--- config.mk ---
export PLATFORM = sky130hd
export DESIGN_NAME = flash_bus_bridge_flat
export DESIGN_NICKNAME = d
export VERILOG_FILES = /design/src/rtl/flash_bridge_pkg.sv /design/src/rtl/flash_bus_bridge_if.sv /design/src/rtl/flash_bridge_wfifo.sv /design/src/rtl/flash_bus_bridge.sv /design/src/flat_wrapper.sv
export SDC_FILE = /design/constraint.sdc
export NUM_CORES = 1
export LEC_CHECK = 0
export ABC_AREA = 1
export CORE_ASPECT_RATIO = 0.6
export CORE_MARGIN = 2
export CORE_UTILIZATION = 49
export DETAILED_ROUTE_END_ITERATION = 10
export GPL_ROUTABILITY_DRIVEN = 0
export HOLD_SLACK_MARGIN = 0.12
export PLACE_DENSITY = 0.8
export SYNTH_ARGS = -nofsm -noshare
export SYNTH_HDL_FRONTEND = slang
export SYNTH_SLANG_ARGS = --single-unit
--- constraint.sdc ---
create_clock -name clk -period 2.15 [get_ports clk]
set_input_delay 0.215 -clock clk [delete_from_list [all_inputs] [get_ports clk]]
set_output_delay 0.215 -clock clk [all_outputs]
set_load 0.01 [all_outputs]
--- src/rtl/flash_bridge_pkg.sv ---
// ---------------------------------------------------------------------------
// | Module : flash_bridge_pkg                                               |
// | Brief  : Shared types and constants for the 6809 flash bus bridge.      |
// | Rev    : 1.0 - initial release                                          |
// ---------------------------------------------------------------------------
`default_nettype none

package flash_bridge_pkg;

    localparam int FLASH_ADDR_W = 12;
    localparam int DATA_W       = 8;
    localparam int TIMEOUT_W    = 10;

    // Byte handed back to the CPU when the flash controller never answers.
    localparam logic [DATA_W-1:0] READ_TIMEOUT_DATA = 8'hFF;

    typedef enum logic [2:0] {
        ST_IDLE    = 3'd0,
        ST_RD_WAIT = 3'd1,
        ST_RD_REQ  = 3'd2,
        ST_RD_HOLD = 3'd3,
        ST_WR_CAP  = 3'd4,
        ST_WR_REQ  = 3'd5
    } state_t;

    // One posted write: flash byte address plus data.
    typedef struct packed {
        logic [FLASH_ADDR_W-1:0] addr;
        logic [DATA_W-1:0]       data;
    } wr_entry_t;

endpackage

`default_nettype wire

--- src/rtl/flash_bus_bridge_if.sv ---
// ---------------------------------------------------------------------------
// | Module : flash_bus_bridge_if                                            |
// | Brief  : req/ack transaction channel between the bridge (master) and    |
// |          the SPI flash controller (slave). Names are bridge-relative.   |
// | Rev    : 1.0 - initial release                                          |
// ---------------------------------------------------------------------------
`default_nettype none

interface flash_bus_bridge_if import flash_bridge_pkg::*; ();

    logic                    o_req;
    logic                    o_req_rw;
    logic [FLASH_ADDR_W-1:0] o_req_addr;
    logic [DATA_W-1:0]       o_req_wdata;
    logic                    i_ack;
    logic [DATA_W-1:0]       i_rdata;

    modport master (
        output o_req, o_req_rw, o_req_addr, o_req_wdata,
        input  i_ack, i_rdata
    );

    modport slave (
        input  o_req, o_req_rw, o_req_addr, o_req_wdata,
        output i_ack, i_rdata
    );

endinterface

`default_nettype wire

--- src/rtl/flash_bridge_wfifo.sv ---
// ---------------------------------------------------------------------------
// | Module : flash_bridge_wfifo                                             |
// | Brief  : 2-deep {addr,data} FIFO holding posted CPU writes. The head     |
// |          stays valid while its flash transaction is outstanding and is  |
// |          popped only when that transaction completes.                   |
// | Rev    : 1.0 - initial release                                          |
// ---------------------------------------------------------------------------
`default_nettype none

module flash_bridge_wfifo import flash_bridge_pkg::*; (
    input  wire logic      clk,
    input  wire logic      reset,
    input  wire logic      i_push,
    input  wire wr_entry_t i_push_data,
    input  wire logic      i_pop,
    output wr_entry_t      o_head,
    output logic           o_full,
    output logic           o_empty
);

    wr_entry_t  mem_q [2];
    logic       wr_ptr_q;
    logic       rd_ptr_q;
    logic [1:0] count_q;
    logic       w_push;
    logic       w_pop;

    assign o_full  = (count_q == 2'd2);
    assign o_empty = (count_q == 2'd0);
    assign w_push  = i_push && !o_full;
    assign w_pop   = i_pop && !o_empty;
    assign o_head  = mem_q[rd_ptr_q];

    // Storage, pointers and occupancy; a simultaneous push and pop keeps the count.
    always_ff @(posedge clk or posedge reset) begin
        if (reset) begin
            for (int i = 0; i < 2; i++) mem_q[i] <= '0;
            wr_ptr_q <= 1'b0;
            rd_ptr_q <= 1'b0;
            count_q  <= 2'd0;
        end else begin
            if (w_push) begin
                mem_q[wr_ptr_q] <= i_push_data;
                wr_ptr_q        <= ~wr_ptr_q;
            end
            if (w_pop) rd_ptr_q <= ~rd_ptr_q;
            case ({w_push, w_pop})
                2'b10:   count_q <= count_q + 2'd1;
                2'b01:   count_q <= count_q - 2'd1;
                default: count_q <= count_q;
            endcase
        end
    end

endmodule

`default_nettype wire

--- src/rtl/flash_bus_bridge.sv ---
// ---------------------------------------------------------------------------
// | Module : flash_bus_bridge                                               |
// | Brief  : 6809-side front end for the SPI flash controller. Synchronises |
// |          E, decodes the flash window, issues one req/ack transaction    |
// |          per access and stretches the CPU through MRDY.                 |
// | Config : FLASH_BRIDGE_WRITE_POST_EN - post writes into a 2-entry FIFO.  |
// | Rev    : 1.0 - initial release                                          |
// ---------------------------------------------------------------------------
`default_nettype none

module flash_bus_bridge import flash_bridge_pkg::*; #(
    parameter logic [15:0] BASE_ADDR      = 16'hE000,
    parameter int          SYNC_STAGES    = 2,
    parameter int          TIMEOUT_CYCLES = 1024
) (
    input  wire logic              clk,
    input  wire logic              reset,
    input  wire logic              i_E,
    input  wire logic [15:0]       i_ADDRESS_BUS,
    input  wire logic [DATA_W-1:0] i_DataBus,
    input  wire logic              i_RW,
    output logic [DATA_W-1:0]      o_DataBus,
    output logic                   o_data_oe,
    output logic                   o_MemoryReady,
    output logic                   o_timeout_err,
    flash_bus_bridge_if.master     fb
);

    logic [SYNC_STAGES-1:0]  sync_q;
    logic                    e_prev_q;
    logic                    w_e_s, w_e_rise, w_e_fall, w_hit;
    state_t                  state_q;
    logic [FLASH_ADDR_W-1:0] addr_q;
    logic                    req_q, req_rw_q;
    logic [FLASH_ADDR_W-1:0] req_addr_q;
    logic [DATA_W-1:0]       req_wdata_q;
    logic [DATA_W-1:0]       data_q;
    logic                    oe_q, mrdy_q, err_q;
    logic [TIMEOUT_W-1:0]    cnt_q;
    logic                    w_ack, w_tmo, w_fifo_empty;

    assign w_e_s    = sync_q[SYNC_STAGES-1];
    assign w_e_rise = w_e_s && !e_prev_q;
    assign w_e_fall = !w_e_s && e_prev_q;
    assign w_hit    = (i_ADDRESS_BUS[15:12] == BASE_ADDR[15:12]);
    // An ack only counts while a request is actually outstanding.
    assign w_ack    = fb.i_ack && req_q;
    assign w_tmo    = req_q && (cnt_q == TIMEOUT_W'(TIMEOUT_CYCLES - 1));

`ifdef FLASH_BRIDGE_WRITE_POST_EN
    logic              cap_q;
    logic [DATA_W-1:0] cap_data_q;
    logic              w_push, w_pop, w_full;
    wr_entry_t         w_push_data, w_head;

    // Push at E fall, or later from the holding register if E fell while full.
    assign w_push      = (state_q == ST_WR_CAP) && (w_e_fall || cap_q) && !w_full;
    assign w_push_data = '{addr: addr_q, data: (cap_q ? cap_data_q : i_DataBus)};
    // The head leaves the FIFO when its transaction completes or is abandoned.
    assign w_pop       = req_q && (state_q != ST_RD_REQ) && (w_ack || w_tmo);

    flash_bridge_wfifo u_wfifo (
        .clk         (clk),
        .reset       (reset),
        .i_push      (w_push),
        .i_push_data (w_push_data),
        .i_pop       (w_pop),
        .o_head      (w_head),
        .o_full      (w_full),
        .o_empty     (w_fifo_empty)
    );
`else
    assign w_fifo_empty = 1'b1;
`endif

    // E synchroniser plus one extra flop for edge detection.
    always_ff @(posedge clk or posedge reset) begin
        if (reset) begin
            sync_q   <= '0;
            e_prev_q <= 1'b0;
        end else begin
            sync_q   <= {sync_q[SYNC_STAGES-2:0], i_E};
            e_prev_q <= w_e_s;
        end
    end

    // Timeout counter runs only while a request is outstanding.
    always_ff @(posedge clk or posedge reset) begin
        if (reset)                          cnt_q <= '0;
        else if (req_q && !w_ack && !w_tmo) cnt_q <= cnt_q + 1'b1;
        else                                cnt_q <= '0;
    end

    // Bus-cycle FSM with registered CPU and flash-side outputs.
    always_ff @(posedge clk or posedge reset) begin
        if (reset) begin
            state_q     <= ST_IDLE;
            addr_q      <= '0;
            req_q       <= 1'b0;
            req_rw_q    <= 1'b1;
            req_addr_q  <= '0;
            req_wdata_q <= '0;
            data_q      <= '0;
            oe_q        <= 1'b0;
            mrdy_q      <= 1'b1;
            err_q       <= 1'b0;
`ifdef FLASH_BRIDGE_WRITE_POST_EN
            cap_q       <= 1'b0;
            cap_data_q  <= '0;
`endif
        end else begin
`ifdef FLASH_BRIDGE_WRITE_POST_EN
            // Drain engine: never overlaps a read, which waits for an empty FIFO.
            if (state_q != ST_RD_REQ) begin
                if (req_q && (w_ack || w_tmo)) begin
                    req_q <= 1'b0;
                    if (!w_ack) err_q <= 1'b1;
                end else if (!req_q && !w_fifo_empty) begin
                    req_q       <= 1'b1;
                    req_rw_q    <= 1'b0;
                    req_addr_q  <= w_head.addr;
                    req_wdata_q <= w_head.data;
                end
            end
`endif
            case (state_q)
                ST_IDLE: begin
                    if (w_e_rise && w_hit) begin
                        addr_q <= i_ADDRESS_BUS[FLASH_ADDR_W-1:0];
                        if (i_RW) begin
                            mrdy_q  <= 1'b0;
                            state_q <= ST_RD_WAIT;
                        end else begin
`ifdef FLASH_BRIDGE_WRITE_POST_EN
                            if (w_full) mrdy_q <= 1'b0;
`else
                            mrdy_q <= 1'b0;
`endif
                            state_q <= ST_WR_CAP;
                        end
                    end
                end
                ST_RD_WAIT: begin
                    if (w_fifo_empty && !req_q) begin
                        req_q      <= 1'b1;
                        req_rw_q   <= 1'b1;
                        req_addr_q <= addr_q;
                        state_q    <= ST_RD_REQ;
                    end
                end
                ST_RD_REQ: begin
                    if (w_ack || w_tmo) begin
                        req_q   <= 1'b0;
                        data_q  <= w_ack ? fb.i_rdata : READ_TIMEOUT_DATA;
                        oe_q    <= 1'b1;
                        mrdy_q  <= 1'b1;
                        if (!w_ack) err_q <= 1'b1;
                        state_q <= ST_RD_HOLD;
                    end
                end
                ST_RD_HOLD: begin
                    if (w_e_fall) begin
                        oe_q    <= 1'b0;
                        state_q <= ST_IDLE;
                    end
                end
                ST_WR_CAP: begin
`ifdef FLASH_BRIDGE_WRITE_POST_EN
                    if (w_push) begin
                        mrdy_q  <= 1'b1;
                        cap_q   <= 1'b0;
                        state_q <= ST_IDLE;
                    end else begin
                        if (!w_full) mrdy_q <= 1'b1;
                        if (w_e_fall) begin
                            cap_q      <= 1'b1;
                            cap_data_q <= i_DataBus;
                        end
                    end
`else
                    if (w_e_fall) begin
                        req_q       <= 1'b1;
                        req_rw_q    <= 1'b0;
                        req_addr_q  <= addr_q;
                        req_wdata_q <= i_DataBus;
                        state_q     <= ST_WR_REQ;
                    end
`endif
                end
                ST_WR_REQ: begin
                    if (w_ack || w_tmo) begin
                        req_q   <= 1'b0;
                        mrdy_q  <= 1'b1;
                        if (!w_ack) err_q <= 1'b1;
                        state_q <= ST_IDLE;
                    end
                end
                default: state_q <= ST_IDLE;
            endcase
        end
    end

    assign o_DataBus      = data_q;
    assign o_data_oe      = oe_q;
    assign o_MemoryReady  = mrdy_q;
    assign o_timeout_err  = err_q;
    assign fb.o_req       = req_q;
    assign fb.o_req_rw    = req_rw_q;
    assign fb.o_req_addr  = req_addr_q;
    assign fb.o_req_wdata = req_wdata_q;

endmodule

`default_nettype wire

--- src/flat_wrapper.sv ---
// flat-port wrapper written by rule: the top's interface ports become plain ports
module flash_bus_bridge_flat import flash_bridge_pkg::*;
#(
    parameter logic [15:0] BASE_ADDR      = 16'hE000,
    parameter int          SYNC_STAGES    = 2,
    parameter int          TIMEOUT_CYCLES = 1024
)
  (clk, reset, i_E, i_ADDRESS_BUS, i_DataBus, i_RW, o_DataBus, o_data_oe, o_MemoryReady, o_timeout_err, fb_o_req, fb_o_req_rw, fb_o_req_addr, fb_o_req_wdata, fb_i_ack, fb_i_rdata);
  flash_bus_bridge_if fb_i ();
  input  wire logic clk;
  input  wire logic reset;
  input  wire logic i_E;
  input  wire logic [15:0] i_ADDRESS_BUS;
  input  wire logic [DATA_W-1:0] i_DataBus;
  input  wire logic i_RW;
  output logic [DATA_W-1:0] o_DataBus;
  output logic o_data_oe;
  output logic o_MemoryReady;
  output logic o_timeout_err;
  output wire logic [$bits(fb_i.o_req)-1:0] fb_o_req;
  output wire logic [$bits(fb_i.o_req_rw)-1:0] fb_o_req_rw;
  output wire logic [$bits(fb_i.o_req_addr)-1:0] fb_o_req_addr;
  output wire logic [$bits(fb_i.o_req_wdata)-1:0] fb_o_req_wdata;
  input wire logic [$bits(fb_i.i_ack)-1:0] fb_i_ack;
  input wire logic [$bits(fb_i.i_rdata)-1:0] fb_i_rdata;
  assign fb_o_req = fb_i.o_req;
  assign fb_o_req_rw = fb_i.o_req_rw;
  assign fb_o_req_addr = fb_i.o_req_addr;
  assign fb_o_req_wdata = fb_i.o_req_wdata;
  assign fb_i.i_ack = fb_i_ack;
  assign fb_i.i_rdata = fb_i_rdata;
  flash_bus_bridge #(.BASE_ADDR(BASE_ADDR), .SYNC_STAGES(SYNC_STAGES), .TIMEOUT_CYCLES(TIMEOUT_CYCLES)) u_core (.clk(clk), .reset(reset), .i_E(i_E), .i_ADDRESS_BUS(i_ADDRESS_BUS), .i_DataBus(i_DataBus), .i_RW(i_RW), .o_DataBus(o_DataBus), .o_data_oe(o_data_oe), .o_MemoryReady(o_MemoryReady), .o_timeout_err(o_timeout_err), .fb(fb_i));
endmodule
==> run summary <==
Initial core utilization: 50.0%
Critical R2R Capture: u_core.fb.o_req_rw
Synth Area in Simple Gates: 24.4%
Post-Syn Area: 0.00274 mm^2
Core Area: 0.00549 mm^2
Via density per instance: 4.85
Yosys cell types: 30
Rows: 21
#FFs+latches synth: 61
Initial antenna violation count: 0
CTS sink count: 61
Fmax: 599 MHz
Power per cell area: 1350 mW/mm^2
Crit end category: flip-flop
Leakage: 1.71 nW
Net Count, Synth: 313
HP Class: input pin to async pin
Via count: 2046
Slowest cell on crit path: dfrtp_1
Post-synth ARST share: 100%
Syn avg cell area: 9.98 um^2
Final Hold Fails: 0
Clk pwr share: 21.9%
Die Ht: 62.0 um
Detailed Place HPWL: 4030 um
Finish-stage setup viols: 0
Sequential share of the synthesized area: 55.7%
Crit-path max FO: 21
Setup TNS: 0 ps
Vias in the first global route: 1918
Adder-Cell Fraction of Synth Area: 0.456%
Worst Path Arrival: 1920 ps
H-tree Lvls: 3
Final setup margin: 479 ps
Outcome: complete, no violations
Drt pass-1 iters: 6
First-pass GRT wire length: 9050 um
Die Area: 0.00623 mm^2
Maximum clock path buffer count: 2
Wire per inst: 13.2 um
Number of port buffers: 69
Slew margin rel.: 64.7%
Setup Buffers After CTS: 0
Multi-input gate area: 0.00104 mm^2
Max-cap violation count: 0
Cts-stage hold buffer count: 0
Largest net degree at the start of global routing: 62
RSZ-0062 raised after global routing: no
R2R cell count: 7
GRT overflow: 0
# DRC: 0
CP Capture Point: u_core.fb.o_req_rw
Max stage delay on crit path: 500 ps
Antenna viol nets, final: 0
Synth Area in XOR/XNOR: 1.28%
Measured slew at the worst slew-check pin: 529 ps
Final slew viol count: 0
Reg area: 0.00153 mm^2
Crit start category: flip-flop
Dpl ws: 406 ps
DRT iter0 DRCs: 126
Critical Path RT: 2400 ps
Most common cell after layout, fill and taps aside: clkdlybuf4s50_1
TritonCTS Buffers: 9
Sw Share: 34.4%
Fillers: 419
Synthesis-to-finish area growth: 34.5%
Final period utilization: 77.7%
Syn Inst Count: 275
R2R Path Start: u_core.state_q[0]
R2r setup slk: 480 ps
Crit Path Category: flip-flop to flip-flop
EDFF count, synth: 0
Fin nets: 387
Net switching power figure: 1.71 mW
Worst VDD drop: 0.000625 V
Top FF cell, synth: dfrtp_1
Ports: 70
Commonest cells after routing, fill and taps aside: clkdlybuf4s50_1 (69), nand2_1 (61), dfrtp_1 (59), inv_1 (22), nor2_1 (22)
Routed Wire Length: 5580 um
Largest family of logic cells by synthesized area: simple AND/OR/NAND/NOR gates
Fin crit period: 1670 ps
Clock-pin transition on the worst setup and hold timing paths: 60 ps
CTS tree: built
Gate power share: 40.6%
# diodes: 0
Cells along the critical path: nor2_8 -> nand3_1 -> nand2_2 -> nor2_4 -> inv_2 -> nand2_1 -> o21ai_0
Layout cell share with drive strength beyond 1: 22.4%
Worst Clk Skew: 9.09 ps
Clock root buffer: clkbuf_8
Yosys warnings: 0
Mux cell area share after synthesis: 3.28%
CTS resizes: 0
Die width: 101 um
Worst-Skew Late Latency: 330 ps
Synth Area in Compound Gates: 8.44%
Sequential Power Share: 37.5%
Crit path from: u_core.state_q[0]
Internal power: 3.26 mW
GR Util All Layers: 19.4%
-- metal layers --
layer  part of all wire [%]  vias up  track usage (%)
li1                       -     1023                -
met1                     48      964             25.8
met2                     45       52             30.2
met3                    5.6        7             6.82
met4                    1.2        0             7.05
met5                      0        -                0
-- critical path: cells and delay by family (launching register included) --
family	cells	cell delay, ps
buffers and inverters	1	400
AOI/OAI and AO/OA	1	90
DFF	1	500
and+or+nand+nor	5	600
-- area by class of cell --
class,instances,area share [%]
flip-flops and latches,61,41.4
multi-input cells,178,28.1
repair buffers,71,19.5
clock buffers,10,3.73
inverters,28,2.85
well taps,69,2.34
clock inverters,5,2.03
-- power by group through the flow --
stage / logic (mW) / registers [mW] / clock network, mW
2_1_floorplan: 1.19 / 1.94 / 0
3_3_place_gp: 1.97 / 1.86 / 0
3_5_place_dp: 2.03 / 1.88 / 0
4_1_cts: 2.04 / 1.87 / 1.11
5_1_grt: 2.22 / 1.92 / 1.17
6_report: 2.02 / 1.86 / 1.09
-- how the worst min path moves through the flow --
stage | from | end | slack, ps
floorplan | i_E | u_core.sync_q[0] | 250
global placement | u_core.sync_q[0] | u_core.sync_q[1] | 340
detailed placement | u_core.sync_q[0] | u_core.sync_q[1] | 330
finish | reset | u_core.fb.o_req_wdata[7] | 290
CTS | reset | u_core.fb.o_req_wdata[6] | 300
global route | reset | u_core.fb.o_req_wdata[7] | 310
-- cells by family (layout without fill, tap and decap cells) --
family          count (synthesis)  after routing
simple gates                  132            132
flops                          61             61
buf+inv                        36            114
compound gates                 33             33
mux                             8              8
xor+xnor                        4              4
fa+ha+maj                       1              1
-- sequential cells by signal, indices dropped and copies added, names as in the netlist --
signal                 flops
u_core.cnt_q              10
u_core.fb.o_req_rw         1
u_core.o_DataBus           8
u_core.fb.o_req_addr      12
u_core.state_q             3
u_core.fb.o_req_wdata      8
u_core.o_data_oe           1
u_core.sync_q              2
u_core.e_prev_q            1
u_core.o_MemoryReady       1
u_core.o_timeout_err       1
u_core.fb.o_req            1
u_core.addr_q             12
-- synth_stat cells, types with 2 or more instances --
cell,instances,area (um^2)
nor3b_1,2,15.0
buf_2,3,15.0
nand3_1,12,60.1
nor2_4,4,45.0
nor3_1,3,15.0
a21oi_1,3,15.0
nor2_1,22,82.6
dfstp_2,2,52.6
xor2_1,3,26.3
nand3_2,5,50.1
o21ai_2,16,140
nand2_2,17,106
nand2_1,61,229
inv_2,5,18.8
buf_6,5,56.3
o21ai_1,4,20.0
o21ai_0,8,40.0
mux2_2,8,90.1
inv_1,23,86.3
dfrtp_1,59,1480
-- metrics by stage --
stage | hold WS [ps] | std cells | util, % | area, um^2 | power (mW)
floorplan | 246 | 275 | - | 2740 | 3.12
global placement | 336 | 407 | 63.3 | 3480 | 3.83
detailed placement | 335 | 407 | 63.3 | 3480 | 3.91
CTS | 301 | 422 | 67.2 | 3690 | 5.02
global route | 314 | 422 | 67.2 | 3690 | 5.31
finish | 287 | 422 | 67.2 | 3690 | 4.97
No activity file was read; power rests on OpenSTA's default activity.
